<file path="src/rtl/md_sequencer.sv">
// Control sequencer for an iterative multiply/divide datapath: LOAD, then N step cycles, then a one-cycle DONE pulse.
// Optional macro MD_DIV0_EARLY_EN: a divide-by-zero skips LOAD/RUN and completes in the cycle after acceptance.
module md_sequencer #(
    parameter int MULT_ITERS = 32,
    parameter int DIV_ITERS  = 32
) (
    input  logic       clk,
    input  logic       res,
    input  logic       start_mult,
    input  logic       start_div,
    input  logic       divisor_zero,
    output logic       load,
    output logic       step,
    output logic       op_div,
    output logic [4:0] iter,
    output logic       busy,
    output logic       result_rdy,
    output logic       exception
);

    typedef enum logic [1:0] {
        S_IDLE,
        S_LOAD,
        S_RUN,
        S_DONE
    } state_e;

    localparam logic [4:0] MULT_LAST = 5'(MULT_ITERS - 1);
    localparam logic [4:0] DIV_LAST  = 5'(DIV_ITERS - 1);

    state_e     state_q, state_d;
    logic [4:0] iter_q, iter_d;
    logic       op_div_q, op_div_d;
    logic       div0_q, div0_d;
    logic       load_q, load_d;
    logic       step_q, step_d;
    logic       busy_q, busy_d;
    logic       result_rdy_q, result_rdy_d;
    logic       exception_q, exception_d;
    logic [4:0] last_iter;

    assign last_iter = op_div_q ? DIV_LAST : MULT_LAST;

    // NOTE: every signal gets a default before the case so no path leaves one unassigned (no latches).
    always_comb begin
        state_d  = state_q;
        iter_d   = '0;
        op_div_d = op_div_q;
        div0_d   = div0_q;

        case (state_q)
            S_IDLE, S_DONE: begin
                state_d = S_IDLE;
                // Multiply wins when both starts arrive together.
                if (start_mult) begin
                    state_d  = S_LOAD;
                    op_div_d = 1'b0;
                    div0_d   = 1'b0;
                end else if (start_div) begin
                    op_div_d = 1'b1;
                    div0_d   = divisor_zero;
`ifdef MD_DIV0_EARLY_EN
                    state_d  = divisor_zero ? S_DONE : S_LOAD;
`else
                    state_d  = S_LOAD;
`endif
                end
            end
            S_LOAD: begin
                state_d = S_RUN;
            end
            S_RUN: begin
                if (iter_q == last_iter) begin
                    state_d = S_DONE;
                end else begin
                    iter_d = iter_q + 5'd1;
                end
            end
            default: begin
                state_d = S_IDLE;
            end
        endcase

        // Outputs are decoded from the next state so they come straight off flops.
        load_d       = (state_d == S_LOAD);
        step_d       = (state_d == S_RUN);
        busy_d       = (state_d == S_LOAD) || (state_d == S_RUN);
        result_rdy_d = (state_d == S_DONE);
        exception_d  = (state_d == S_DONE) && div0_d;
    end

    // NOTE: sequential state uses non-blocking assignments so all flops update together at the edge.
    always_ff @(posedge clk or negedge res) begin
        if (!res) begin
            state_q      <= S_IDLE;
            iter_q       <= '0;
            op_div_q     <= 1'b0;
            div0_q       <= 1'b0;
            load_q       <= 1'b0;
            step_q       <= 1'b0;
            busy_q       <= 1'b0;
            result_rdy_q <= 1'b0;
            exception_q  <= 1'b0;
        end else begin
            state_q      <= state_d;
            iter_q       <= iter_d;
            op_div_q     <= op_div_d;
            div0_q       <= div0_d;
            load_q       <= load_d;
            step_q       <= step_d;
            busy_q       <= busy_d;
            result_rdy_q <= result_rdy_d;
            exception_q  <= exception_d;
        end
    end

    assign load       = load_q;
    assign step       = step_q;
    assign op_div     = op_div_q;
    assign iter       = iter_q;
    assign busy       = busy_q;
    assign result_rdy = result_rdy_q;
    assign exception  = exception_q;

endmodule

</file>
<file path="config.mk">
export PLATFORM = sky130hd
export DESIGN_NAME = md_sequencer
export DESIGN_NICKNAME = d
export VERILOG_FILES = /design/src/rtl/md_sequencer.sv
export SDC_FILE = /design/constraint.sdc
export NUM_CORES = 1
export LEC_CHECK = 0
export CELL_PAD_IN_SITES_DETAIL_PLACEMENT = 1
export CELL_PAD_IN_SITES_GLOBAL_PLACEMENT = 2
export CORE_UTILIZATION = 31
export DETAILED_ROUTE_END_ITERATION = 12
export PLACE_DENSITY = 0.78
export SLEW_MARGIN = 20
export SYNTH_ARGS = -nofsm -noshare
export SYNTH_HDL_FRONTEND = slang
export SYNTH_SLANG_ARGS = --single-unit
</file>
<file path="constraint.sdc">
create_clock -name clk -period 4.3 [get_ports clk]
set_clock_uncertainty 0.2 [all_clocks]
set_input_delay 0.86 -clock clk [delete_from_list [all_inputs] [get_ports clk]]
set_output_delay 0.86 -clock clk [all_outputs]
set_load 0.02 [all_outputs]
</file>
### Word-level counts from Yosys, hierarchy flattened

Index checks and enable logic that the tools add are counted.
W data, S select, Z words.

| storage, ports and cells | value |
|---|---|
| bits in registers | 14 |
| input bits | 5 |
| output and inout port bits | 11 |
| logic and storage cells | 34 |

| cells by class | value |
|---|---|
| $add $sub $neg | 1 |
| eq/ne operators | 7 |
| muxes and demuxes | 11 |
| reductions and logical operators | 6 |

Operator list:

| kind | count |
|---|---|
| $mux W5 | 2 |
| $eq A2 B2 Y1 const B | 4 |
| $mux W1 | 7 |
| $pmux W2 S3 | 1 |
| $add A5 B1 Y5 const B | 1 |
| $eq A5 B5 Y1 const B | 1 |
| $eq A2 B1 Y1 const B | 2 |
| $logic_not A2 Y1 | 1 |
| $mux W2 | 1 |
| $reduce_and A2 Y1 | 1 |
| $reduce_bool A2 Y1 | 1 |
| $reduce_or A2 Y1 | 1 |
| $logic_and A1 B1 Y1 | 1 |
| $logic_or A1 B1 Y1 | 1 |

### Longest topological paths before layout

| logic depth | value |
|---|---|
| depth in word-level cells | 5 |
| gate-level depth with buffers | 8 |
| depth with buffers taken out | 8 |

### Worst setup path before layout

Ideal clock, no wire load.

| path | value |
|---|---|
| path type | register to register |
| start | reg iter_q[0] (netlist: iter[0]) |
| end | reg exception_q (netlist: exception) |
| setup time | 125 ps |
| arrival | 1,696 ps |
| required time | 3,975 ps |
| path slack | 2,280 ps |
| stages on the path, launching flop included | 9 |
| buffers on the path | 0 |
| clock period less this slack | 2,020 ps |
| cell sequence | dfrtp_1 ha_1 and3_1 ha_1 nor2_1 o21ai_0 ha_1 nand2_1 o22ai_1 |

| on the way | value |
|---|---|
| cells in the longest elaborated chain, start to end | 5 |

Ends and longest elaborated chain:

| item | line | source |
|---|---|---|
| start: declaration | 32 | `logic [4:0] iter_q, iter_d;` |
| start signal: assignment | 106 | `iter_q <= iter_d;` |
| $eq A5 B5 Y1 | 73 | `if (iter_q == last_iter) begin` |
| $mux W2 | 73 |  |
| $pmux W2 S3 | 51 | `case (state_q)` |
| net state_d[0] | 31 | `state_e state_q, state_d;` |
| $eq A2 B2 Y1 | -- |  |
| net result_rdy_d | 38 | `logic result_rdy_q, result_rdy_d;` |
| $logic_and A1 B1 Y1 | 89 | `exception_d = (state_d == S_DONE) && div0_d;` |
| net exception_d | 39 | `logic exception_q, exception_d;` |
| end signal: assignment | 113 | `exception_q <= exception_d;` |
| end: declaration | 39 |  |

The timed path passes the listed nets, and every way through them passes these cells.
A chain may end at the register's enable or synchronous reset.

### Worst setup path after layout

| path | value |
|---|---|
| start | reg iter_q[0] (netlist: iter[0]) |
| end | out iter[0] |

RTL lines:

| item | line | source |
|---|---|---|
| end: declaration | 15 | `output logic [4:0] iter,` |

No word-level cell between the ends.

==> impl_results.html <==
<table>
<tr><th>Metric</th><th>Value</th></tr>
<tr><th colspan="2">Status</th></tr>
<tr><td>Run status</td><td>completed</td></tr>
<tr><th colspan="2">Critical path</th></tr>
<tr><td>Cell count of the worst reg-to-reg path</td><td>8</td></tr>
<tr><td>Critical Path AT</td><td>1.32 ns</td></tr>
<tr><td>Gate family responsible for the most delay along the worst path</td><td>buffers and inverters</td></tr>
<tr><td>Type of element capturing the critical path</td><td>output pin</td></tr>
<tr><td>Library cell contributing the largest single delay on the critical path</td><td>clkdlybuf4s50_1</td></tr>
<tr><td>Type of the setup path with the least slack</td><td>reg -&gt; out</td></tr>
<tr><td>Slowest Stage Delay on Critical Path</td><td>0.62 ns</td></tr>
<tr><td>CP Data Required Time</td><td>approximately 3.2 ns</td></tr>
<tr><td>Buf/Inv on CP</td><td>1</td></tr>
<tr><td>Cell-by-cell listing of the critical path</td><td>clkdlybuf4s50_1</td></tr>
<tr><td>Worst setup slack for register-to-register paths</td><td>2.19 ns</td></tr>
<tr><td>Kind of launch point of the worst setup path</td><td>flop</td></tr>
<tr><td>Logic depth of the worst path, buffers included</td><td>1</td></tr>
<tr><td>Maximum fanout along the worst path</td><td>4</td></tr>
<tr><th colspan="2">STA</th></tr>
<tr><td>Max transition margin</td><td>59.2%</td></tr>
<tr><td>Final period utilization</td><td>55.2%</td></tr>
<tr><td>Final Hold Slack</td><td>0.302 ns</td></tr>
<tr><td>Endpoints failing hold</td><td>0</td></tr>
<tr><td>Setup repair after global routing missed its margin</td><td>false</td></tr>
<tr><td>Crit path time final</td><td>2.38 ns</td></tr>
<tr><td>Number of setup violations in the final report</td><td>0</td></tr>
<tr><td>Highest achievable clock rate</td><td>roughly 420 MHz</td></tr>
<tr><td>Worst Tran Pin Value</td><td>0.610 ns</td></tr>
<tr><td>Setup Total Neg Slack</td><td>0 ns</td></tr>
<tr><td>Max Slew Vio Count</td><td>0</td></tr>
<tr><th colspan="2">Routing</th></tr>
<tr><td>DRT Pass-1 Iters</td><td>1</td></tr>
<tr><td>Antenna-violating nets left</td><td>0</td></tr>
<tr><td>DRC marker count from the first detailed-route iteration</td><td>0</td></tr>
<tr><td>DRC violations left</td><td>0</td></tr>
<tr><td>Detailed-route wire length</td><td>1030 um</td></tr>
<tr><td>Ratio of routed vias to standard cells</td><td>between 4 and 5</td></tr>
<tr><td>Via count of the routed design</td><td>413</td></tr>
<tr><td>Post-detailed-route wirelength per cell</td><td>11.2 um</td></tr>
<tr><th colspan="2">Floorplan</th></tr>
<tr><td>DIE WIDTH</td><td>45.6 um</td></tr>
<tr><td>Placeable core area</td><td>approximately 1700 sq um</td></tr>
<tr><td>Number of top-level design ports</td><td>16</td></tr>
<tr><td>Number of placement rows</td><td>15</td></tr>
<tr><td>Die area</td><td>2080 sq um</td></tr>
<tr><td>Initial Util</td><td>about 34%</td></tr>
<tr><td>Die Height</td><td>45.6 um</td></tr>
<tr><th colspan="2">Power</th></tr>
<tr><td>Leakage Power</td><td>0.385 nW</td></tr>
<tr><td>Peak supply drop</td><td>0.345 mV</td></tr>
<tr><td>Pwr/cell area</td><td>699 nW/um^2</td></tr>
<tr><th colspan="2">Global routing</th></tr>
<tr><td>Vias in the first global route</td><td>398</td></tr>
<tr><td>Global Route met3 Usage</td><td>7.94%</td></tr>
<tr><td>GRT Overall Usage</td><td>12.9%</td></tr>
<tr><td>Pin count of the biggest net entering global routing</td><td>15</td></tr>
<tr><td>GR met1 Demand/Resource</td><td>13.6%</td></tr>
<tr><td>Gr ovfl total</td><td>0</td></tr>
<tr><td>Global-route layer with the greatest usage</td><td>met2</td></tr>
<tr><td>Initial antenna violation count</td><td>0</td></tr>
<tr><td>Global-route wire length before repair</td><td>roughly 1700 um</td></tr>
<tr><td>Global routing met2 resource utilization</td><td>18.6%</td></tr>
<tr><th colspan="2">Synthesis</th></tr>
<tr><td>Sequential fraction of the synthesis area</td><td>59.4%</td></tr>
<tr><td>Yosys cell types</td><td>19</td></tr>
<tr><td>Syn_nets</td><td>59</td></tr>
<tr><td>Mean area per synthesized cell</td><td>12.3 sq um</td></tr>
<tr><td>Number of register bits inferred by synthesis</td><td>14</td></tr>
<tr><td>Area of the mapped netlist</td><td>589 sq um</td></tr>
<tr><td>Instance count of the mapped netlist</td><td>48</td></tr>
<tr><td>Total of warnings raised by yosys</td><td>0</td></tr>
<tr><th colspan="2">Clock tree</th></tr>
<tr><td>Clock buffer depth</td><td>2</td></tr>
<tr><td>Max H-tree Level</td><td>1</td></tr>
<tr><td>Post-cts repair resize count</td><td>0</td></tr>
<tr><td>Clock-pin slew of the registers on the worst-case setup and hold paths</td><td>0.08 ns</td></tr>
<tr><td>Number of sinks handled by clock tree synthesis</td><td>14</td></tr>
<tr><td>Hold buffer count at cts</td><td>0</td></tr>
<tr><td>Post CTS Setup Buffer Count</td><td>0</td></tr>
<tr><td>Clock tree from TritonCTS</td><td>built</td></tr>
<tr><td>CTS buffer count</td><td>3</td></tr>
<tr><td>Cell chosen for the clock root</td><td>clkbuf_4</td></tr>
<tr><td>Clk Latency, worst-skew pair</td><td>0.28 ns</td></tr>
<tr><th colspan="2">Flow run</th></tr>
<tr><td>Max-cap viol count</td><td>0</td></tr>
<tr><th colspan="2">Cells and area</th></tr>
<tr><td>Post-route standard cell area excluding fillers</td><td>807 sq um</td></tr>
<tr><td># diodes</td><td>0</td></tr>
<tr><td>Ratio of cells with drive above 1 in the final layout</td><td>roughly 9.0%</td></tr>
<tr><td>Post-route insts no fill</td><td>92</td></tr>
<tr><td>Layout net count</td><td>79</td></tr>
<tr><td>Signed area change from the synthesized netlist to the final layout</td><td>36.9%</td></tr>
<tr><td># fillers</td><td>200</td></tr>
<tr><th colspan="2">Placement</th></tr>
<tr><td>Final weighted congestion in routability-driven placement</td><td>0.656</td></tr>
<tr><td>Input/output buffers</td><td>15</td></tr>
<tr><td>Post-detailed-placement cell area</td><td>771 sq um</td></tr>
<tr><td>Post-DP HPWL</td><td>between 700 and 800 um</td></tr>
<tr><td>Cell count after placement</td><td>88</td></tr>
<tr><th colspan="2">Min path</th></tr>
<tr><td>Worst hold path stage count</td><td>1</td></tr>
<tr><td>Worst min-delay path category</td><td>reg -&gt; reg</td></tr>
</table>
final timing paths:
kind	from	to
worst max register to register	iter[0]	exception
worst min register to register	iter[0]	iter[0]
max in group asynchronous	res	op_div
min in group asynchronous	res	iter[3]
worst min-delay path	iter[0]	iter[0]
worst max-delay path	iter[0]	iter[0]
state kept, by name (all words and copies together), names as in the netlist:
register,count
iter,5
state_q,2
busy,1
div0_q,1
exception,1
load,1
op_div,1
result_rdy,1
step,1
layout by cell type, fill, tap and decap left out, types with 2 or more instances in the layout:
cell type,netlist,routed
o21a_1,2,2
ha_1,6,6
dfrtp_1,14,14
clkdlybuf4s50_1,0,15
and2_2,2,2
o21ai_0,3,3
inv_1,5,5
a21oi_1,2,2
nor2_1,3,3
clkbuf_4,0,3
logic make-up after synthesis:
logic type	Yosys count	share of synthesized area, %
AOI/OAI and AO/OA	8	7.85
adders and majority gates	6	12.7
muxes	1	1.70
DFF	14	59.4
buffers and inverters	5	3.19
and+or+nand+nor	13	13.6
xor gates and xnor gates	1	1.49
metal layers:
metal	up-vias	part of all wire, %
met3	5	8.6
li1	196	-
met4	0	3.1
met5	-	0
met2	16	45
met1	196	44
area by class of cell:
cell class	instances	area [sq um]	share of cell area, %
Sequential cell	14	350	43.4
Multi-Input combinational cell	29	220	27.3
Timing Repair Buffer	15	150	18.6
Clock buffer	4	36.3	4.50
Tap cell	25	31.3	3.88
Inverter	5	18.8	2.33
Yosys cell counts:
| cell type | number | area [sq um] |
|---|---|---|
| dfrtp_1 | 14 | 350 |
| ha_1 | 6 | 75.1 |
| inv_1 | 5 | 18.8 |
| nor2_1 | 3 | 11.3 |
| o21ai_0 | 3 | 15.0 |
| a21oi_1 | 2 | 10.0 |
| and2_2 | 2 | 15.0 |
| o21a_1 | 2 | 15.0 |
| and3_1 | 1 | 6.26 |
| mux2i_1 | 1 | 10.0 |
| nand2_1 | 1 | 3.75 |
| nand2b_1 | 1 | 6.26 |
| nand3_1 | 1 | 5.00 |
| nand3b_1 | 1 | 7.51 |
| nand4b_1 | 1 | 8.76 |
| o22ai_1 | 1 | 6.26 |
| or2b_1 | 1 | 7.51 |
| or3b_1 | 1 | 8.76 |
| xnor2_1 | 1 | 8.76 |
per-stage QoR:
stage / utilization (%) / total power [W] / worst slack [ns]
final: 46.2 / 0.000564 / 1.92
after global placement: 44.2 / 0.000470 / 1.86
after detailed placement: 44.2 / 0.000474 / 1.79
after global routing: 46.2 / 0.000611 / 1.88
after floorplan: - / 0.000368 / 2.28
after CTS: 46.2 / 0.000578 / 1.91
report_power, final:
part	total [W]	switching [W]	internal [W]
clock network	0.0000936	0.0000420	0.0000516
logic	0.000270	0.000148	0.000122
registers	0.000201	0.0000210	0.000180
total	0.000564	0.000211	0.000353
Power figures use the tool's default switching activity.
==> variant: new RTL, same flow settings <==
Re-encode `state_e` (4 states) as Gray code, 2 bits wide.
--- a/src/rtl/md_sequencer.sv
+++ b/src/rtl/md_sequencer.sv
@@ -21,6 +21,6 @@
     typedef enum logic [1:0] {
-        S_IDLE,
-        S_LOAD,
-        S_RUN,
-        S_DONE
+        S_IDLE = 2'b00,
+        S_LOAD = 2'b01,
+        S_RUN  = 2'b11,
+        S_DONE = 2'b10
     } state_e;
Function: same outputs for any inputs over 10 cycles, from zero or initial values; not proved beyond that.
==> variant against the unedited design <==
Total power is 22% lower. Design area is 8.8% lower. Core utilization is 0.95 points higher. Fmax hardly changed. Synthesized area is 8.3% lower. First-iteration DRC count is 7 higher. Routed wire length is 2.7% lower. Worst setup slack hardly changed. Sequential cell count stayed put.
==> variant: results (changes against the unedited design) <==
** Power and ir drop
- Lkg Pwr :: 0.344 nW (was 0.385 nW)
- The worst supply voltage drop on vdd was 0.288 mV (was 0.345 mV).

** Global route
- Initial antenna violation count :: 0 (unchanged)
- First-pass GRT wire length :: 1790 µm (was 1710 µm)
- Largest net degree at the start of global routing :: 15 (unchanged)
- Overall overflow remaining after global route :: 0 (unchanged)
- Vias in the first global route :: 379 (was 398)
- The total global routing track utilization came to 13.9% (was 12.9%).

** Yosys
- Unique masters post-synth :: 17 (was 19)
- Mapped Nets :: 51 (was 59)
- The proportion of synthesized chip area in sequential cells was 64.8% (was 59.4%).
- The average footprint of a synthesized cell is 12.3 µm² (about the same).
- Most frequent cells after synthesis :: sky130_fd_sc_hd__dfrtp_1 (14), sky130_fd_sc_hd__a21oi_1 (5) (was sky130_fd_sc_hd__dfrtp_1 (14), sky130_fd_sc_hd__ha_1 (6), sky130_fd_sc_hd__inv_1 (5), sky130_fd_sc_hd__nor2_1 (3), sky130_fd_sc_hd__o21ai_0 (3))
- Synth area leaders: sky130_fd_sc_hd__dfrtp_1 (65%), sky130_fd_sc_hd__a21oi_1 (4.6%), sky130_fd_sc_hd__ha_1 (4.6%) (was sky130_fd_sc_hd__dfrtp_1 (59%), sky130_fd_sc_hd__ha_1 (13%), sky130_fd_sc_hd__inv_1 (3.2%)).
- Number of synthesized register bits :: 14 (unchanged)

** Final layout
- Nets :: 69 (was 79)
- Fraction of final layout cells sized beyond drive strength 1 :: 13.1% (was 8.96%)
- The number of flip-flops in the largest register was 5 (unchanged).

** Critical path
- The delay of the slowest cell on the worst path is 640 ps (was 620 ps).
- Maximum net fanout on the critical path :: 3 (was 4)
- CP arrival :: 1320 ps (about the same)
- The standard cell with the maximum stage delay on the critical path is sky130_fd_sc_hd__clkdlybuf4s50_1 (unchanged).
- The family with the most delay on the worst path was buffers and inverters (unchanged).

** Route
- Amount of wire on met2 after detailed routing :: 464 µm (was 459 µm)
- Drt pass-1 iters :: 3 (was 1)
- The detailed-route wire length per cell was 13.0 µm (was 11.2 µm).
- Sum of routed wire segments on met1 :: 470 µm (was 448 µm)
- Routed wire length on met3 :: 52 µm (was 89 µm)
- The number of DRC markers in iteration 0 was 7 (was 0).
- The final routed wirelength across all metal layers came to 1000 µm (was 1030 µm).
- Detailed-route vias per instance :: 4.95 (was 4.49)
- Max layer used :: met4 (unchanged)

** Outcome
- Outcome: finished, final reports clean (unchanged).

** CTS
- Clock buffer depth :: 2 (unchanged)
- After clock tree synthesis, the clock-pin slew on the worst setup and hold paths is 90 ps.

** Min path
- The class of the tightest hold or removal check is flip-flop to flip-flop (unchanged).

** Timing
- Slew at the pin with the worst max-slew slack :: 621 ps (was 610 ps)

** Place
- Final weighted congestion in routability-driven placement :: 0.758 (was 0.656)
- The number of cells after detailed placement came to 73 (was 88).
- Post-detailed-placement cell area :: 699 µm² (was 771 µm²)
- DP Worst Slack :: 2130 ps (was 1790 ps)
- The sum of net half-perimeters after detailed placement was 731 µm (was 774 µm).
variant: final cells by class:
class                           instances  area [µm²]
Fill cell                             165         823
Sequential cell                        14         350
Multi-Input combinational cell         27         175
Timing Repair Buffer                   15         150
Clock buffer                            4        36.3
Tap cell                               16        20.0
Inverter                                1        3.75
variant: routing by layer:
layer,global-route usage [%],vias up
met4,7.50,0
met2,18.5,10
met1,18.9,187
met3,6.25,2
li1,-,182
met5,0,-
variant: where the power goes:
part	internal, mW	switching, mW
Sequential	0.163	0.0267
Clock	0.0515	0.0420
Combinational	0.0837	0.0752
Total	0.298	0.144
variant: cells by family after synthesis:
kind of cell | count (synthesis) | synth area share [%]
fa+ha+maj | 2 | 4.63
flops | 14 | 64.8
buf+inv | 3 | 2.78
compound gates | 5 | 4.63
xor+xnor | 2 | 3.24
simple gates | 18 | 19.9
variant: worst register-to-register path, stage by stage, from the launching register on:
cell and delay (ps):
sky130_fd_sc_hd__dfrtp_1 410, sky130_fd_sc_hd__ha_1 240, sky130_fd_sc_hd__and3_1 190, sky130_fd_sc_hd__ha_1 220, sky130_fd_sc_hd__and3_2 260, sky130_fd_sc_hd__and3b_1 180
variant: worst paths after layout:
| path | from | endpoint | slack (ps) | cells past startpoint |
|---|---|---|---|---|
| worst max-delay path | iter[3] | iter[3] | 1920 | 1 |
| worst min-delay path | iter[0] | iter[0] | 300 | 1 |
| worst max register to register | iter[0] | exception | 2510 | 5 |
| worst min register to register | iter[0] | iter[0] | 300 | 1 |
| max in group asynchronous | res | state_q[0] | 2730 | 1 |
| min in group asynchronous | res | iter[3] | 760 | 1 |
